`src/rtl/masked_tag_cam_if.sv`:
```
// Bundle of update and search signals for masked_tag_cam.
// The master drives the requests; the slave (the CAM) drives the results.
interface masked_tag_cam_if #(
    parameter int unsigned ENTRIES     = 16,
    parameter int unsigned FIELD_COUNT = 2,
    parameter int unsigned FIELD_WIDTH = 4
);
    localparam int unsigned DW = FIELD_COUNT * FIELD_WIDTH;
    localparam int unsigned AW = $clog2(ENTRIES);

    logic                   op_valid;
    logic                   op_ready;
    logic [1:0]             op_code;
    logic [AW-1:0]          op_addr;
    logic [DW-1:0]          op_data;
    logic [FIELD_COUNT-1:0] op_mask;
    logic                   op_done;
    logic                   op_err;
    logic [AW-1:0]          op_addr_out;

    logic                   search_valid;
    logic [DW-1:0]          search_data;
    logic [FIELD_COUNT-1:0] search_mask;
    logic                   match_valid;
    logic                   match;
    logic [ENTRIES-1:0]     match_many;
    logic [AW-1:0]          match_addr;

    logic [AW:0]            occupancy;
    logic                   full;
    logic                   empty;

    modport master (
        output op_valid, op_code, op_addr, op_data, op_mask,
        output search_valid, search_data, search_mask,
        input  op_ready, op_done, op_err, op_addr_out,
        input  match_valid, match, match_many, match_addr,
        input  occupancy, full, empty
    );

    modport slave (
        input  op_valid, op_code, op_addr, op_data, op_mask,
        input  search_valid, search_data, search_mask,
        output op_ready, op_done, op_err, op_addr_out,
        output match_valid, match, match_many, match_addr,
        output occupancy, full, empty
    );
endinterface

```
`src/rtl/masked_tag_cam.sv`:
```
// Register-based CAM with per-field search masks, auto-allocating insert, delete/flush,
// registered search and occupancy. Define MTCAM_WR_BYPASS_EN so commit-edge searches see post-commit state.
module masked_tag_cam #(
    parameter int unsigned ENTRIES     = 16,
    parameter int unsigned FIELD_COUNT = 2,
    parameter int unsigned FIELD_WIDTH = 4
) (
    input logic             clk,
    input logic             rst_n,
    masked_tag_cam_if.slave bus
);
    localparam int unsigned DW = FIELD_COUNT * FIELD_WIDTH;
    localparam int unsigned AW = $clog2(ENTRIES);

    localparam logic [1:0] OpInsert = 2'd0;
    localparam logic [1:0] OpWrite  = 2'd1;
    localparam logic [1:0] OpDelete = 2'd2;
    localparam logic [1:0] OpFlush  = 2'd3;

    typedef enum logic [0:0] {StIdle, StCommit} state_e;

    state_e                 state_q, state_d;
    logic [1:0]             opc_q, opc_d;
    logic [AW-1:0]          addr_q, addr_d;
    logic [DW-1:0]          data_q, data_d;
    logic [FIELD_COUNT-1:0] mask_q, mask_d;
    logic                   err_q, err_d;

    logic [ENTRIES-1:0]     valid_q, valid_d;
    logic [DW-1:0]          storage_q [ENTRIES];
    logic [DW-1:0]          storage_d [ENTRIES];

    logic                   done_q, done_d;
    logic                   op_err_q, op_err_d;
    logic [AW-1:0]          addr_out_q, addr_out_d;

    logic                   match_valid_q, match_valid_d;
    logic                   match_q, match_d;
    logic [ENTRIES-1:0]     many_q, many_d;
    logic [AW-1:0]          maddr_q, maddr_d;
    logic [ENTRIES-1:0]     hits;

    logic [AW:0]            occ_q, occ_d;
    logic                   full_q, full_d;
    logic                   empty_q, empty_d;

    logic                   free_found;
    logic [AW-1:0]          free_idx;

    // An all-zero mask never hits, so a masked-off search cannot report stale entries.
    function automatic logic field_hit(input logic [DW-1:0]          ent,
                                       input logic [DW-1:0]          key,
                                       input logic [FIELD_COUNT-1:0] msk);
        logic h;
        h = |msk;
        for (int f = 0; f < int'(FIELD_COUNT); f++) begin
            if (msk[f] && (ent[f*FIELD_WIDTH +: FIELD_WIDTH] != key[f*FIELD_WIDTH +: FIELD_WIDTH])) begin
                h = 1'b0;
            end
        end
        return h;
    endfunction

    always_comb begin
        free_found = 1'b0;
        free_idx   = '0;
        for (int i = int'(ENTRIES) - 1; i >= 0; i--) begin
            if (!valid_q[i]) begin
                free_found = 1'b1;
                free_idx   = AW'(i);
            end
        end
    end

    always_comb begin
        state_d    = state_q;
        opc_d      = opc_q;
        addr_d     = addr_q;
        data_d     = data_q;
        mask_d     = mask_q;
        err_d      = err_q;
        valid_d    = valid_q;
        storage_d  = storage_q;
        done_d     = 1'b0;
        op_err_d   = 1'b0;
        addr_out_d = '0;
        unique case (state_q)
            StIdle: begin
                if (bus.op_valid) begin
                    state_d = StCommit;
                    opc_d   = bus.op_code;
                    addr_d  = (bus.op_code == OpInsert) ? free_idx : bus.op_addr;
                    data_d  = bus.op_data;
                    mask_d  = bus.op_mask;
                    err_d   = ((bus.op_code == OpInsert) && !free_found) ||
                              ((bus.op_code == OpFlush) && (bus.op_mask == '0));
                end
            end
            StCommit: begin
                state_d  = StIdle;
                done_d   = 1'b1;
                op_err_d = err_q;
                case (opc_q)
                    OpInsert: begin
                        if (!err_q) begin
                            storage_d[addr_q] = data_q;
                            valid_d[addr_q]   = 1'b1;
                            addr_out_d        = addr_q;
                        end
                    end
                    OpWrite: begin
                        storage_d[addr_q] = data_q;
                        valid_d[addr_q]   = 1'b1;
                        addr_out_d        = addr_q;
                    end
                    OpDelete: begin
                        valid_d[addr_q] = 1'b0;
                        addr_out_d      = addr_q;
                    end
                    OpFlush: begin
                        for (int e = 0; e < int'(ENTRIES); e++) begin
                            if (valid_q[e] && field_hit(storage_q[e], data_q, mask_q)) begin
                                valid_d[e] = 1'b0;
                            end
                        end
                    end
                endcase
            end
        endcase
    end

    always_comb begin
        occ_d = '0;
        for (int e = 0; e < int'(ENTRIES); e++) begin
            occ_d = occ_d + (AW+1)'(valid_d[e]);
        end
        full_d  = (occ_d == (AW+1)'(ENTRIES));
        empty_d = (occ_d == '0);
    end

    always_comb begin
        hits = '0;
        for (int e = 0; e < int'(ENTRIES); e++) begin
`ifdef MTCAM_WR_BYPASS_EN
            hits[e] = valid_d[e] && field_hit(storage_d[e], bus.search_data, bus.search_mask);
`else
            hits[e] = valid_q[e] && field_hit(storage_q[e], bus.search_data, bus.search_mask);
`endif
        end
        maddr_d = '0;
        for (int e = int'(ENTRIES) - 1; e >= 0; e--) begin
            if (hits[e]) begin
                maddr_d = AW'(e);
            end
        end
        many_d        = hits;
        match_d       = |hits;
        match_valid_d = bus.search_valid;
    end

    always_ff @(posedge clk or negedge rst_n) begin
        if (!rst_n) begin
            state_q       <= StIdle;
            opc_q         <= '0;
            addr_q        <= '0;
            data_q        <= '0;
            mask_q        <= '0;
            err_q         <= 1'b0;
            valid_q       <= '0;
            done_q        <= 1'b0;
            op_err_q      <= 1'b0;
            addr_out_q    <= '0;
            match_valid_q <= 1'b0;
            match_q       <= 1'b0;
            many_q        <= '0;
            maddr_q       <= '0;
            occ_q         <= '0;
            full_q        <= 1'b0;
            empty_q       <= 1'b1;
        end else begin
            state_q       <= state_d;
            opc_q         <= opc_d;
            addr_q        <= addr_d;
            data_q        <= data_d;
            mask_q        <= mask_d;
            err_q         <= err_d;
            valid_q       <= valid_d;
            done_q        <= done_d;
            op_err_q      <= op_err_d;
            addr_out_q    <= addr_out_d;
            match_valid_q <= match_valid_d;
            match_q       <= match_d;
            many_q        <= many_d;
            maddr_q       <= maddr_d;
            occ_q         <= occ_d;
            full_q        <= full_d;
            empty_q       <= empty_d;
        end
    end

    // Contents are qualified by valid_q, so the array needs no reset.
    always_ff @(posedge clk) begin
        storage_q <= storage_d;
    end

    assign bus.op_ready    = (state_q == StIdle);
    assign bus.op_done     = done_q;
    assign bus.op_err      = op_err_q;
    assign bus.op_addr_out = addr_out_q;
    assign bus.match_valid = match_valid_q;
    assign bus.match       = match_q;
    assign bus.match_many  = many_q;
    assign bus.match_addr  = maddr_q;
    assign bus.occupancy   = occ_q;
    assign bus.full        = full_q;
    assign bus.empty       = empty_q;
endmodule

```
`src/flat_wrapper.sv`:
```
// flat-port wrapper written by rule: the top's interface ports become plain ports
module masked_tag_cam_flat 
#(
    parameter int unsigned ENTRIES     = 16,
    parameter int unsigned FIELD_COUNT = 2,
    parameter int unsigned FIELD_WIDTH = 4
)
  (clk, rst_n, bus_op_valid, bus_op_code, bus_op_addr, bus_op_data, bus_op_mask, bus_search_valid, bus_search_data, bus_search_mask, bus_op_ready, bus_op_done, bus_op_err, bus_op_addr_out, bus_match_valid, bus_match, bus_match_many, bus_match_addr, bus_occupancy, bus_full, bus_empty);
  masked_tag_cam_if #(.ENTRIES(ENTRIES), .FIELD_COUNT(FIELD_COUNT), .FIELD_WIDTH(FIELD_WIDTH)) bus_i ();
  input logic clk;
  input logic rst_n;
  input wire logic [$bits(bus_i.op_valid)-1:0] bus_op_valid;
  input wire logic [$bits(bus_i.op_code)-1:0] bus_op_code;
  input wire logic [$bits(bus_i.op_addr)-1:0] bus_op_addr;
  input wire logic [$bits(bus_i.op_data)-1:0] bus_op_data;
  input wire logic [$bits(bus_i.op_mask)-1:0] bus_op_mask;
  input wire logic [$bits(bus_i.search_valid)-1:0] bus_search_valid;
  input wire logic [$bits(bus_i.search_data)-1:0] bus_search_data;
  input wire logic [$bits(bus_i.search_mask)-1:0] bus_search_mask;
  output wire logic [$bits(bus_i.op_ready)-1:0] bus_op_ready;
  output wire logic [$bits(bus_i.op_done)-1:0] bus_op_done;
  output wire logic [$bits(bus_i.op_err)-1:0] bus_op_err;
  output wire logic [$bits(bus_i.op_addr_out)-1:0] bus_op_addr_out;
  output wire logic [$bits(bus_i.match_valid)-1:0] bus_match_valid;
  output wire logic [$bits(bus_i.match)-1:0] bus_match;
  output wire logic [$bits(bus_i.match_many)-1:0] bus_match_many;
  output wire logic [$bits(bus_i.match_addr)-1:0] bus_match_addr;
  output wire logic [$bits(bus_i.occupancy)-1:0] bus_occupancy;
  output wire logic [$bits(bus_i.full)-1:0] bus_full;
  output wire logic [$bits(bus_i.empty)-1:0] bus_empty;
  assign bus_i.op_valid = bus_op_valid;
  assign bus_i.op_code = bus_op_code;
  assign bus_i.op_addr = bus_op_addr;
  assign bus_i.op_data = bus_op_data;
  assign bus_i.op_mask = bus_op_mask;
  assign bus_i.search_valid = bus_search_valid;
  assign bus_i.search_data = bus_search_data;
  assign bus_i.search_mask = bus_search_mask;
  assign bus_op_ready = bus_i.op_ready;
  assign bus_op_done = bus_i.op_done;
  assign bus_op_err = bus_i.op_err;
  assign bus_op_addr_out = bus_i.op_addr_out;
  assign bus_match_valid = bus_i.match_valid;
  assign bus_match = bus_i.match;
  assign bus_match_many = bus_i.match_many;
  assign bus_match_addr = bus_i.match_addr;
  assign bus_occupancy = bus_i.occupancy;
  assign bus_full = bus_i.full;
  assign bus_empty = bus_i.empty;
  masked_tag_cam #(.ENTRIES(ENTRIES), .FIELD_COUNT(FIELD_COUNT), .FIELD_WIDTH(FIELD_WIDTH)) u_core (.clk(clk), .rst_n(rst_n), .bus(bus_i));
endmodule
```
`config.mk`:
```
export PLATFORM = sky130hd
export DESIGN_NAME = masked_tag_cam_flat
export DESIGN_NICKNAME = d
export VERILOG_FILES = /design/src/rtl/masked_tag_cam_if.sv /design/src/rtl/masked_tag_cam.sv /design/src/flat_wrapper.sv
export SDC_FILE = /design/constraint.sdc
export NUM_CORES = 1
export LEC_CHECK = 0
export BUFFER_PORTS_ARGS = -buffer_cell sky130_fd_sc_hd__buf_2
export CORE_UTILIZATION = 41
export DETAILED_ROUTE_END_ITERATION = 16
export PLACE_DENSITY = 0.65
export SYNTH_ARGS = -nofsm -noshare
export SYNTH_HDL_FRONTEND = slang
export SYNTH_SLANG_ARGS = --single-unit
```
`constraint.sdc`:
```
create_clock -name clk -period 7.2 [get_ports clk]
set_input_delay 1.08 -clock clk [delete_from_list [all_inputs] [get_ports clk]]
set_output_delay 1.08 -clock clk [all_outputs]
set_load 0.005 [all_outputs]
```
==> flow_summary.yaml <==
critical_path:
  r2r_start: "u_core.data_q[6]"
  critical_path_required_ps: 7550
  timing.rr.end: "u_core.bus.full"
  cp-end-kind: "flip-flop"
  crit_chain: "buf_4 -> xor2_1 -> o41ai_1 -> nand2_1 -> o21ai_0 -> a31oi_1 -> ha_1 -> fa_1 -> fa_1 -> fa_1 -> inv_1 -> fa_1 -> inv_1 -> fa_1 -> fa_1 -> xor2_1 -> or4_1 -> nor3b_1"
  cpMostUsedCell: "fa_1"
  rr_worst_depth: 18
  crit_slowest_cell: "dfrtp_1"
  worstPathBufferInverterCount: 3
  endpoint: "u_core.bus.full"
  arrival_ps: 6880
  crit_cells: 18
  worst_setup_path_start_kind: "flip-flop"
  reg2reg_slack_ps: 680
  critPathMaxStageDelay_ps: 950
  path_delay_family: "adder cells"
  crit_type: "reg -> reg"
  startpoint: "u_core.data_q[6]"
  cp_max_fo: 20
cts:
  postCtsResizedCells: 0
  cts_setup_buffers: 0
  clock_latency_ps: 440
  clockBufferDepth: 2
  numCtsBuffers: 17
  cts_tree: "yes"
  cts_hold_buffers: 0
  root_buffer: "clkbuf_16"
  cts_sinks: 197
  path_clk_slew_ps: 80
  htree_levels: 4
logic_synthesis:
  synth_fp_nets: 900
  synth-simple-area-share_pct: 7.18
  synth-compound-area-share_pct: 10.1
  synth_edf_count: 128
  yosysSeqAreaShare_pct: 53.0
  yosys-top-cells-area: "edfxtp_1, xor2_1, dfrtp_1"
  synthAdderAreaFrac_pct: 2.98
  ys_dominant_reg_cell: "edfxtp_1"
  synth.avg_cell_area_sq_um: 12.4
  yosysMostFrequentCell: "xor2_1"
  async_flop_share_pct: 35.0
  syn_area_sq_mm: 0.0105
  synth_xor_area_share_pct: 21.6
  ys_top_cells_by_count: "xor2_1, edfxtp_1, dfrtp_1"
  ys_ff_latch: 197
  synth_top_family_by_area: "XOR/XNOR gates"
  yosysTopAreaCell: "edfxtp_1"
  synth_cell_type_count: 53
  yosys_warnings: 0
  synth_mux_area_share_pct: 1.07
  synth_top_cell_area_share_pct: 36.6
  synth_cells: 851
timing:
  slew_headroom_pct: 23.2
  fmax_mhz: 153
  finalCriticalPeriod_ps: 6520
  setup_violations: 0
  setup_tns_ps: 0
  period_share_pct: 90.6
  rsz0062_at_grt: "no"
  hold_viol_final: 0
  fin_skew_ps: 15.4
  drv_slew: 0
  worstMarginPinSlew_ps: 1150
  hold_slack_ps: 425
  timing.final.ws_setup_ps: 678
floorplanning:
  row_count: 58
  dieHeight_um: 162
  dieArea_sq_mm: 0.0263
  start_util_pct: 41.7
  core_area_sq_mm: 0.0252
  ios: 66
  die_width_um: 162
outcome:
  outcome: "completed"
global_routing:
  overflow: 0
  grt_pass1_wl_um: 41900
  antenna_found_initial: 0
  first_global_vias: 6944
  grt_max_degree: 70
  grt_use_total_pct: 21.7
power:
  power.density_mw_per_mm2: 256
  p_comb_share_pct: 22.7
  pwr-share-seq_pct: 46.2
  cell_internal_pwr_mw: 2.07
  total_power_mw: 3.00
  p_clk_share_pct: 31.1
  netSwitchingFraction_pct: 31.1
  vdd_drop_max_v: 0.000158
  leakagePower_nw: 4.73
  power_switching_mw: 0.935
layout:
  regArea_sq_mm: 0.00557
  drive_above_1_share_pct: 17.3
  nNetsFinal: 968
  multi_input_area_sq_mm: 0.00452
  fill_cells: 2259
  final_core_util_pct: 46.7
  areaGrowthSynthToFinish_pct: 11.8
drt:
  num_vias: 6831
  drtAntennaViolNets: 0
  viasPerCell: 5.41
  wl_um: 26800
  drt_first_pass_iters: 6
  drc: 0
  wire_per_inst_um: 21.2
  drtIter0Drc: 609
placement:
  gp_congestion: 0.942
  numPortBuffers: 65
  pre_cts_slack_ps: 714
  dpl.hpwl_um: 19100
flow_run:
  maxCapViolations: 0
min_path:
  min-delay-path-class: "reg -> reg"
==> power groups by stage <==
stage,sequential [mW],clock (mW),combinational (mW)
detailed placement,1.41,0,0.677
floorplan,1.38,0,0.455
global route,1.40,1.00,0.763
global placement,1.41,0,0.663
CTS,1.38,0.955,0.683
finish,1.39,0.935,0.682
==> metrics by stage <==
stage          instances  cell area (sq um)
4_1_cts             1262              11800
3_5_place_dp        1230              11200
3_3_place_gp        1230              11200
5_1_grt             1262              11800
2_1_floorplan        851              10500
6_report            1263              11800
==> layer usage <==
metal / GRT usage, % / up-vias / part of all wire [%]
li1: - / 3156 / -
met1: 29.4 / 3387 / 44
met2: 34.2 / 252 / 46
met3: 5.13 / 36 / 6.8
met4: 6.78 / 0 / 2.4
met5: 0 / - / 0
==> worst min-delay path by stage <==
stage | start | to | cells after the start
floorplan | u_core.state_q | u_core.bus.op_done | 0
global placement | u_core.state_q | u_core.bus.op_done | 0
detailed placement | u_core.state_q | u_core.bus.op_done | 0
CTS | u_core.state_q | u_core.bus.op_done | 0
global route | u_core.state_q | u_core.bus.op_done | 0
finish | u_core.state_q | u_core.bus.op_done | 0
==> flip-flops by register name (all words and copies together) (netlist names), 2 cells and up <==
signal / flops
u_core.bus.occupancy: 5
u_core.mask_q: 2
u_core.storage_q: 128
u_core.valid_q: 16
u_core.bus.op_addr_out: 4
u_core.bus.match_many: 16
u_core.opc_q: 2
u_core.addr_q: 4
u_core.bus.match_addr: 4
u_core.data_q: 8
==> layout make-up <==
| class | count | share of cell area, % |
|---|---|---|
| Antenna cell | 1 | 0.0213 |
| Clock buffer | 21 | 4.19 |
| Clock inverter | 11 | 0.703 |
| Inverter | 23 | 0.734 |
| Multi-Input combinational cell | 581 | 38.5 |
| Sequential cell | 197 | 47.4 |
| Tap cell | 330 | 3.51 |
| Timing Repair Buffer | 99 | 4.96 |
==> cell families (layout without fill, tap and decap cells) <==
logic type / after synthesis / after routing
AOI/OAI and AO/OA: 146 / 146
xor gates and xnor gates: 258 / 258
adders and majority gates: 19 / 19
buffers and inverters: 73 / 154
DFF: 197 / 197
muxes: 10 / 10
other: 0 / 1
and+or+nand+nor: 148 / 148
==> layout by cell type (no fill, tap or decap), types with 23 or more instances in the layout <==
cell and n:
buf_2 64, buf_4 35, nand2_1 33, edfxtp_1 128, o21ai_0 38, xnor2_1 33
xor2_1 223, nor2_1 33, dfrtp_1 68, nand3_1 23, o41ai_1 51
Power figures use the tool's default switching activity.
